--- config.mk ---
export PLATFORM = sky130hd
export DESIGN_NAME = clk_div_multi
export DESIGN_NICKNAME = d
export VERILOG_FILES = /design/src/rtl/clk_div_multi.sv
export SDC_FILE = /design/constraint.sdc
export NUM_CORES = 1
export LEC_CHECK = 0
export CAP_MARGIN = 10
export CORE_MARGIN = 10
export CORE_UTILIZATION = 40
export CTS_CLUSTER_DIAMETER = 50
export DETAILED_ROUTE_END_ITERATION = 10
export GPL_TIMING_DRIVEN = 0
export HOLD_SLACK_MARGIN = 0.03
export PLACE_DENSITY = 0.66
export REMOVE_ABC_BUFFERS = 1
export SLEW_MARGIN = 30
export SYNTH_ARGS = -nofsm -noshare
export SYNTH_HDL_FRONTEND = slang
export SYNTH_SLANG_ARGS = --single-unit
--- constraint.sdc ---
create_clock -name clk -period 11.41 [get_ports clk]
set_clock_uncertainty 0.15 [all_clocks]
set_input_delay 1.7115 -clock clk [delete_from_list [all_inputs] [get_ports clk]]
set_output_delay 1.7115 -clock clk [all_outputs]
set_load 0.05 [all_outputs]
--- src/rtl/clk_div_multi.sv ---
// NCH independent integer clock dividers with per-channel enable, boundary-aligned
// ratio changes, global phase restart and per-period tick strobes.
module clk_div_multi #(
    parameter int unsigned NCH      = 2,
    parameter int unsigned DIV_W    = 8,
    parameter int unsigned INIT_DIV = 4
) (
    input  logic                 clk,
    input  logic                 reset,
    input  logic [NCH-1:0]       div_en,
    input  logic [NCH*DIV_W-1:0] div_val,
    input  logic [NCH-1:0]       div_load,
    input  logic                 sync_start,
    output logic [NCH-1:0]       clk_out,
    output logic [NCH-1:0]       tick,
    output logic [NCH-1:0]       active,
    output logic [NCH-1:0]       load_pend
);

    typedef enum logic {
        ST_IDLE = 1'b0,
        ST_RUN  = 1'b1
    } state_t;

    for (genvar i = 0; i < NCH; i++) begin : g_ch
        state_t           state, state_nxt;
        logic [DIV_W-1:0] cnt, cnt_nxt;
        logic [DIV_W-1:0] ratio, ratio_nxt;
        logic [DIV_W-1:0] pending, pending_nxt;
        logic             clk_q, clk_nxt;
        logic             tick_q, tick_nxt;
        logic             pend_q, pend_nxt;
        logic [DIV_W-1:0] req;
        logic [DIV_W-1:0] n_eff;
        logic [DIV_W-1:0] h_eff;
        logic             boundary;
        logic             stop_now;

        // Effective ratio (ratios below 2 behave as 2) and high-phase length ceil(N/2)
        always_comb begin
            req      = div_val[i*DIV_W +: DIV_W];
            n_eff    = (ratio < DIV_W'(2)) ? DIV_W'(2) : ratio;
            h_eff    = n_eff - (n_eff >> 1);
            boundary = (state == ST_RUN) && (cnt == n_eff - DIV_W'(1));
            stop_now = boundary && !div_en[i];
        end

        always_ff @(posedge clk or posedge reset) begin
            if (reset) begin
                state   <= ST_IDLE;
                cnt     <= '0;
                ratio   <= DIV_W'(INIT_DIV);
                pending <= DIV_W'(INIT_DIV);
                clk_q   <= 1'b0;
                tick_q  <= 1'b0;
                pend_q  <= 1'b0;
            end else begin
                state   <= state_nxt;
                cnt     <= cnt_nxt;
                ratio   <= ratio_nxt;
                pending <= pending_nxt;
                clk_q   <= clk_nxt;
                tick_q  <= tick_nxt;
                pend_q  <= pend_nxt;
            end
        end

        always_comb begin
            state_nxt   = state;
            cnt_nxt     = cnt;
            ratio_nxt   = ratio;
            pending_nxt = pending;
            clk_nxt     = 1'b0;
            tick_nxt    = 1'b0;
            pend_nxt    = pend_q;

            // A pending ratio applied this cycle is consumed unless a fresh load replaces it
            if (div_load[i]) begin
                pending_nxt = req;
                pend_nxt    = 1'b1;
            end

            case (state)
                ST_IDLE: begin
                    cnt_nxt = '0;
                    if (pend_q) begin
                        ratio_nxt = pending;
                        if (!div_load[i]) pend_nxt = 1'b0;
                    end
                    if (div_en[i]) state_nxt = ST_RUN;
                end
                ST_RUN: begin
                    if (sync_start && !stop_now) begin
                        cnt_nxt  = '0;
                        pend_nxt = 1'b0;
                        if (div_load[i]) ratio_nxt = req;
                        else if (pend_q) ratio_nxt = pending;
                    end else begin
                        clk_nxt  = (cnt < h_eff);
                        tick_nxt = (cnt == '0);
                        if (boundary) begin
                            cnt_nxt = '0;
                            if (pend_q) begin
                                ratio_nxt = pending;
                                if (!div_load[i]) pend_nxt = 1'b0;
                            end
                            if (stop_now) begin
                                state_nxt = ST_IDLE;
                                clk_nxt   = 1'b0;
                                tick_nxt  = 1'b0;
                            end
                        end else begin
                            cnt_nxt = cnt + DIV_W'(1);
                        end
                    end
                end
                default: state_nxt = ST_IDLE;
            endcase
        end

        assign clk_out[i]   = clk_q;
        assign tick[i]      = tick_q;
        assign active[i]    = (state == ST_RUN);
        assign load_pend[i] = pend_q;
    end

endmodule

; Word level (Yosys, flattened, before mapping)
; Index checks and enable logic that the tools add are counted.
[op_classes]
n_addsub = 6
order_cmp = 4
eq_ne = 4
muxes = 56
bitwise_logic = 2
reduce_logical = 12
[op_table]
columns = op, count
row1 = $mux W8, 14
row2 = $pmux W8 S2, 4
row3 = $mux W1, 34
row4 = $add A8 B1 Y8 const B, 2
row5 = $eq A8 B8 Y1, 2
row6 = $logic_not A8 Y1, 2
row7 = $lt A8 B2 Y1 const B, 2
row8 = $lt A8 B8 Y1, 2
row9 = $sub A8 B1 Y8 const B, 2
row10 = $sub A8 B7 Y8, 2
row11 = $pmux W1 S2, 4
row12 = $logic_and A1 B1 Y1, 6
row13 = $ne A3 B1 Y1 const B, 2
row14 = $logic_not A1 Y1, 4
row15 = $not A1 Y1, 2
[totals]
register_bits = 56
input_bits = 23
word_cells = 98

; Depth between registers and ports, before layout
; Gate-level depths: netlist of run 1.
[logic_depth]
word_depth = 10
depth_mapped = 18

; Worst setup path before layout of run 1
; Ideal clock, no wire load.
[synth_timing]
kind = register -> register
startpoint = reg g_ch[1].ratio[7]
endpoint = reg g_ch[1].ratio[0]
setup_time_ns = 0.129
arrival_time_ns = 3.330
required_ns = 11.131
setup_slack_ns = 7.802
stages_incl_launch_ff = 16
synth_period_minus_slack_ns = 3.608
cell_sequence = dfrtp_1 > inv_1 > ha_1 > nor3b_1 > nand2_1 > nand2b_1 > inv_1 > ha_1 > nand2_1 > xor2_1 > mux2i_1 > a211oi_1 > o41ai_2 > nor2_1 > o21bai_1 > o2bb2ai_1
[synth_via]
elab_chain_cells = 10
elab_cells_between_ends = 11
[synth_rtl]
columns = element, line
row1 = "start, declared", 28  ; logic [DIV_W-1:0] ratio, ratio_nxt;
row2 = "start signal, assigned", 52  ; ratio <= DIV_W'(INIT_DIV);
row3 = "start signal, assigned", 60  ; ratio <= ratio_nxt;
row4 = $lt A8 B2 Y1, 42  ; n_eff = (ratio < DIV_W'(2)) ? DIV_W'(2) : ratio;
row5 = $mux W8 (*), 42
row6 = $sub A8 B1 Y8 (*), 44  ; boundary = (state == ST_RUN) && (cnt == n_eff - DIV_W'(1));
row7 = $eq A8 B8 Y1 (*), 44
row8 = $logic_and A1 B1 Y1 (*), 44
row9 = $logic_and A1 B1 Y1, 45  ; stop_now = boundary && !div_en[i];
row10 = $logic_not A1 Y1, 93  ; if (sync_start && !stop_now) begin
row11 = $logic_and A1 B1 Y1, 93
row12 = $mux W8, 93
row13 = $pmux W8 S2, 83  ; case (state)
; Mark *: on every way between the ends. The rest lies on a longest branch, timed or not.
; A chain may end at the register's enable or synchronous reset.

; Worst setup path after layout of run 1
[layout_timing]
startpoint = reg g_ch[1].ratio[7]
endpoint = reg g_ch[1].ratio[5]
; The elaborated chain is that of the path after synthesis.

==> results of run 1 <==
[report_power, final]
part	internal (uW)	switching [uW]	leakage, uW	total, uW
logic	255	282	0.00141	537
registers	234	48.6	0.000689	282
clock network	87.8	65.2	0.0000654	153
total	577	396	0.00217	973
[how the worst max path moves through the flow]
stage	endpoint	start	slack, ns	cells after the start
final	g_ch[1].ratio[5]	g_ch[1].ratio[7]	6.95	15
after global routing	g_ch[1].ratio[5]	g_ch[1].ratio[7]	6.57	15
after CTS	g_ch[1].ratio[5]	g_ch[1].ratio[7]	6.99	15
after detailed placement	g_ch[1].ratio[4]	g_ch[1].ratio[7]	7.01	15
after global placement	g_ch[1].clk_q	reset	7.14	2
after floorplan	g_ch[1].ratio[0]	g_ch[1].ratio[7]	7.78	15
[final cells by class]
class                           instances  area (sq um)  area share [%]
Sequential cell                        56          1406           29.56
Multi-Input combinational cell        315          2591           54.46
Tap cell                              136         170.2           3.576
Clock inverter                          2         60.06           1.262
Clock buffer                            6         72.57           1.525
Inverter                               34         130.1           2.735
Timing Repair Buffer                   31         327.8           6.889
[placed cells by master, fill, tap and decap left out, types with 2 or more instances in the layout]
cell and count:
dfstp_2 4, nor3_1 6, fa_1 2, o21ai_0 5
clkdlybuf4s50_1 30, o21ai_4 2, nor4b_1 2, a2111oi_0 2
dfrtp_1 52, mux2i_1 17, o2bb2ai_1 16, nor2b_1 3
o21ai_1 4, nor3b_1 2, a21boi_0 3, nand2_1 13
and3_1 12, o211ai_1 2, a21oi_1 13, nand2b_1 8
o21a_1 10, clkbuf_8 5, and2_1 18, nor2_1 28
mux2_2 16, xnor2_1 24, nand3_1 12, xor2_1 17
bufinv_16 2, o21bai_1 5, inv_1 32, ha_1 50
[logic make-up (layout without fill, tap and decap cells)]
group           count (synthesis)  after routing  synth area share, %
flops                          56             56                33.07
fa+ha+maj                      52             52                15.65
xor+xnor                       43             43                9.532
compound gates                 74             74                13.39
buf+inv                        58             73                6.002
mux                            33             33                8.238
simple gates                  113            113                14.12
[stage by stage]
stage	hold slack (ns)	power (uW)	instances
finish	0.3524	972.6	580
global route	0.3747	1067	580
CTS	0.3614	983.3	580
detailed placement	0.3373	825.0	572
global placement	0.3308	807.8	571
floorplan	0.3211	696.5	405
[flip-flops by register name, summed over array words and instances, names as in the netlist]
register / flops
g_ch.cnt: 16
g_ch.pending: 16
g_ch.ratio: 16
g_ch.clk_q: 2
g_ch.pend_q: 2
g_ch.state: 2
g_ch.tick_q: 2
[metal layers]
layer | track usage [%] | share of wire, % | vias to the layer above | routed length [microns]
met5 | 0 | 0 | - | 0
met4 | 3.348 | 1.1 | 0 | 97
met3 | 2.188 | 3.6 | 9 | 312
met2 | 20.08 | 48 | 42 | 4097
met1 | 14.77 | 47 | 1439 | 4077
li1 | - | - | 1494 | -
==> impl_metrics.env, run 1 <==
export IMPL_antenna_found_initial=0
export IMPL_path_cells="inv_1, ha_1, nor3b_1, nand2_1, nand2b_1, inv_1, ha_1, nand2_1, xor2_1, mux2i_1, a211oi_1, o41ai_2, nor2_1, o21bai_1, o2bb2ai_1"
export IMPL_syn_to_final_growth_pct=11.89
export IMPL_synth_top_area_share_pct=30.60
export IMPL_tns_ns=0
export IMPL_synthTopCellsByCount="52 x dfrtp_1, 50 x ha_1, 33 x inv_1, 28 x nor2_1, 24 x xnor2_1"
export IMPL_path_buf_inv=2
export IMPL_insertion_delay_ns=0.31
export IMPL_ctsResizeCount=0
export IMPL_yosysMostFrequentCell="dfrtp_1"
export IMPL_async_flop_share_pct=100.0
export IMPL_clock_sinks=56
export IMPL_ys_seq_area_share_pct=33.07
export IMPL_cts_buffer_depth=2
export IMPL_relSlewSlack_pct=35.51
export IMPL_post_cts_buffers=0
export IMPL_synth_largest_area_cell="dfrtp_1"
export IMPL_die_area_sq_um=15160
export IMPL_start_kind="register"
export IMPL_worst_ep_arrival_time_ns=4.49
export IMPL_synth_distinct_cells=57
export IMPL_cts_buffers=5
export IMPL_cts_tree="done"
export IMPL_cpMaxStageDelayCell="nor2_1"
export IMPL_utilization_pct=46.09
export IMPL_synth_area_top_cells="dfrtp_1 31%, ha_1 15%, xnor2_1 4.9%, mux2_2 4.2%, mux2i_1 4.0%"
export IMPL_cts_hold_buf=0
export IMPL_rsz0062_at_grt="no"
export IMPL_postRouteWirelength_mm=8.584
export IMPL_first_pass_iters=4
export IMPL_ys_ff_latch=56
export IMPL_io_buffers=30
export IMPL_detail_route_antenna_nets=0
export IMPL_path_clk_slew_ns=0.10
export IMPL_ys_flop_type="dfrtp_1"
export IMPL_drv_cap=0
export IMPL_stdcell_area_sq_um=4758
export IMPL_worst_path_max_fanout=9
export IMPL_grt_pass1_wl_mm=14.59
export IMPL_pwr_density_cell_nw_per_um2=204.4
export IMPL_cp_top_family="simple AND/OR/NAND/NOR gates"
export IMPL_end_kind="register"
export IMPL_grt_overflow=0
export IMPL_die_h_microns=123.1
export IMPL_hold_violations=0
export IMPL_root_buffer="clkbuf_8"
export IMPL_synthCells=429
export IMPL_wire_per_inst_microns=14.80
export IMPL_vias=2984
export IMPL_holdPathEnd="g_ch[0].pending[3]"
export IMPL_std_cell_rows=37
export IMPL_slew_viol_final=0
export IMPL_rr_endpoint="g_ch[1].ratio[5]"
export IMPL_status="completed"
export IMPL_initialDrtViolationCount=106
export IMPL_layout_drive_gt1_share_pct=8.108
export IMPL_htreeDepth=2
export IMPL_period_share_pct=39.08
export IMPL_synth_edf_count=0
export IMPL_place_ws_ns=7.007
export IMPL_critPathRequiredTime_ns=11.44
export IMPL_grt_pass1_vias=3061
export IMPL_worstRegToRegCells=15
export IMPL_hold_path_class="register to register"
export IMPL_grt_max_degree=52
export IMPL_dp_hpwl_mm=6.710
export IMPL_place_gp_congestion=0.8566
export IMPL_antenna_diode_count=0
export IMPL_n_fill_cell=990
export IMPL_initial_core_util_pct=41.20
export IMPL_track_usage_pct=11.73
export IMPL_core_sq_um=10320
export IMPL_avgViaCountPerCell=5.145
export IMPL_worst_slack_ns=6.951
export IMPL_period_needed_ns=4.459
export IMPL_setup_viol=0
export IMPL_dpl_cell_area_sq_um=4626
export IMPL_die_w_microns=123.1
export IMPL_max_freq_ghz=0.2243
export IMPL_rrSetupSlack_ns=6.95
export IMPL_ios=31
export IMPL_worstSetupPathType="register to register"
export IMPL_synth_area_per_cell_sq_um=9.913
export IMPL_r2r_start="g_ch[1].ratio[7]"
export IMPL_slowest_delay_ns=0.77
export IMPL_ir_drop_uv=121.0
export IMPL_drcViolationCount=0
export IMPL_min_delay_start="g_ch[0].pending[3]"
export IMPL_yosysWarnings=0
export IMPL_worst_pin_slew_ns=0.9639
export IMPL_hold_path_depth=1
export IMPL_final_nets=518
export IMPL_p_leak_uw=0.002165
export IMPL_syn_area_sq_um=4253
Power figures use the tool's default switching activity.
==> inputs of run 2 (changes only) <==
--- a/config.mk
+++ b/config.mk
@@ -12,7 +12,7 @@
 export DETAILED_ROUTE_END_ITERATION = 10
 export GPL_TIMING_DRIVEN = 0
 export HOLD_SLACK_MARGIN = 0.03
-export PLACE_DENSITY = 0.66
+export PLACE_DENSITY = 0.68
 export REMOVE_ABC_BUFFERS = 1
 export SLEW_MARGIN = 30
 export SYNTH_ARGS = -nofsm -noshare
==> constraint.sdc (replaced) <==
create_clock -name clk -period 4 [get_ports clk]
set_clock_uncertainty 0.15 [all_clocks]
set_input_delay 0.6 -clock clk [delete_from_list [all_inputs] [get_ports clk]]
set_output_delay 0.6 -clock clk [all_outputs]
set_load 0.05 [all_outputs]
==> impl_metrics.env, run 2 (synthesized netlist as in run 1, its figures left out) <==
export IMPL_clock_sinks=56
export IMPL_seqPwrFrac_pct=28.8
export IMPL_die_area_sq_um=15160
export IMPL_rr_endpoint="g_ch[1].clk_q"
export IMPL_core_sq_um=10320
export IMPL_grt_pass1_vias=3115
export IMPL_cts_buffers=5
export IMPL_power_uw=2800
export IMPL_period_share_pct=95.89
export IMPL_wire_per_inst_microns=15.14
export IMPL_antenna_found_initial=0
export IMPL_critPathRequiredTime_ns=4.06
export IMPL_track_usage_pct=12.09
export IMPL_p_int_uw=1605
export IMPL_hold_violations=0
export IMPL_p_leak_uw=0.002233
export IMPL_dp_hpwl_mm=6.835
export IMPL_cts_buffer_depth=2
export IMPL_final_nets=532
export IMPL_end_kind="register"
export IMPL_max_freq_ghz=0.2607
export IMPL_slowest_delay_ns=0.45
export IMPL_setup_viol=0
export IMPL_pwr_share_comb_pct=59.8
export IMPL_endpoint="g_ch[1].clk_q"
export IMPL_path_cells="inv_1, ha_1, or3b_4, o21ai_4, ha_1, fa_1, ha_1, o21a_1, o21a_1, o21a_1, o21a_1, o21a_1, o21ai_0, nand2b_1, a2111oi_4"
export IMPL_first_pass_iters=4
export IMPL_die_h_microns=123.1
export IMPL_grt_max_degree=45
export IMPL_ios=31
export IMPL_grt_overflow=0
export IMPL_hold_path_class="register to register"
export IMPL_path_clk_slew_ns=0.10
export IMPL_antenna_diode_count=0
export IMPL_initial_core_util_pct=41.20
export IMPL_drcViolationCount=0
export IMPL_n_fill_cell=966
export IMPL_pwr_density_cell_nw_per_um2=569.2
export IMPL_sw_frac_of_total_pct=42.69
export IMPL_rrSetupSlack_ns=0.16
export IMPL_worst_ep_arrival_time_ns=3.90
export IMPL_crit_top_cell="o21a_1"
export IMPL_cpMaxStageDelayCell="dfrtp_2"
export IMPL_insertion_delay_ns=0.31
export IMPL_worst_pin_slew_ns=0.5935
export IMPL_reg_top3="g_ch.cnt: 16 flops, g_ch.pending: 16 flops, g_ch.ratio: 16 flops"
export IMPL_avgViaCountPerCell=5.167
export IMPL_seq_area_sq_um=1410
export IMPL_multi_input_area_sq_um=2695
export IMPL_ir_drop_uv=258.2
export IMPL_worstSetupPathType="register to register"
export IMPL_postRouteWirelength_mm=8.991
export IMPL_status="completed"
export IMPL_place_gp_congestion=0.8156
export IMPL_layout_drive_gt1_share_pct=14.19
export IMPL_p_sw_uw=1195
export IMPL_initialDrtViolationCount=102
export IMPL_clkPwrFrac_pct=11.4
export IMPL_cts_tree="done"
export IMPL_mostFrequentLayoutCells="49 x ha_1, 49 x dfrtp_1, 32 x inv_1"
export IMPL_setup_worst_path_start="g_ch[1].ratio[7]"
export IMPL_vias=3069
export IMPL_syn_to_final_growth_pct=15.68
export IMPL_slew_viol_final=0
export IMPL_htreeDepth=2
export IMPL_start_kind="register"
export IMPL_die_w_microns=123.1
export IMPL_detail_route_antenna_nets=0
export IMPL_period_needed_ns=3.836
export IMPL_tns_ns=0
export IMPL_io_buffers=30
export IMPL_root_buffer="clkbuf_8"
export IMPL_r2r_start="g_ch[1].ratio[7]"
export IMPL_std_cell_rows=37
export IMPL_relSlewSlack_pct=60.29
export IMPL_drv_cap=0
export IMPL_grt_pass1_wl_mm=15.10
export IMPL_worstRegToRegCells=15
export IMPL_worst_path_max_fanout=5
export IMPL_cts_hold_buf=0
[run 2: what timing repair did]
item | in CTS | in global routing
setup endpoints to repair | 10 | 18
pin swaps | 1 | 4
setup buffers | 1 | 13
resized for setup | 9 | 16
endpoints found under the hold margin | 0 | 0
[run 2: power groups by stage]
stage               sequential (uW)  combinational [uW]  clock [uW]
floorplan                       817                1170           0
global placement                816                1480           0
detailed placement              818                1540           0
CTS                             811                1570         329
global route                    826                1890         354
finish                          807                1670         319
[run 2: layout make-up]
type                    instances  share of cell area [%]
clock buffers                   6                   1.475
clock inverters                 2                  0.3306
inverters                      34                   2.645
multi-input cells             315                   54.78
flip-flops and latches         56                   28.66
well taps                     136                   3.459
repair buffers                 45                   8.647
[run 2: worst min path at each step]
stage                             from                  to  slack (ns)  cells past startpoint
floorplan             g_ch[0].ratio[1]    g_ch[0].ratio[1]        0.32                      1
global placement    g_ch[1].pending[6]  g_ch[1].pending[6]        0.33                      1
detailed placement  g_ch[0].pending[3]  g_ch[0].pending[3]        0.34                      1
CTS                 g_ch[0].pending[3]  g_ch[0].pending[3]        0.36                      1
global route        g_ch[0].pending[3]  g_ch[0].pending[3]        0.37                      1
finish              g_ch[0].pending[3]  g_ch[0].pending[3]        0.36                      1
[run 2: metrics by stage]
stage	std cells	setup slack [ns]	instance area [sq um]	hold slack [ns]	utilization, %
global route	594	-0.02814	4920	0.3704	47.65
global placement	571	-0.2596	4596	0.3310	44.52
finish	594	0.1643	4920	0.3575	47.65
floorplan	405	0.3715	4125	0.3211	-
detailed placement	572	-0.4056	4618	0.3377	44.73
CTS	581	-0.001967	4741	0.3611	45.92
[run 2: worst max-delay path, delay by kind of cell, from the launching register on]
kind | cells | cell delay (ns)
adder cells (fa/ha/maj) | 4 | 1.09
AO/OA/AOI/OAI | 8 | 1.42
flip-flops | 1 | 0.45
buffers and inverters | 1 | 0.09
AND/OR/NAND/NOR | 2 | 0.52
[run 2: layer usage]
metal	track usage (%)	vias up	wire length, microns
met4	3.057	0	97
met1	15.58	1501	4188
li1	-	1523	-
met5	0	-	0
met2	20.48	36	4443
met3	2.188	9	261
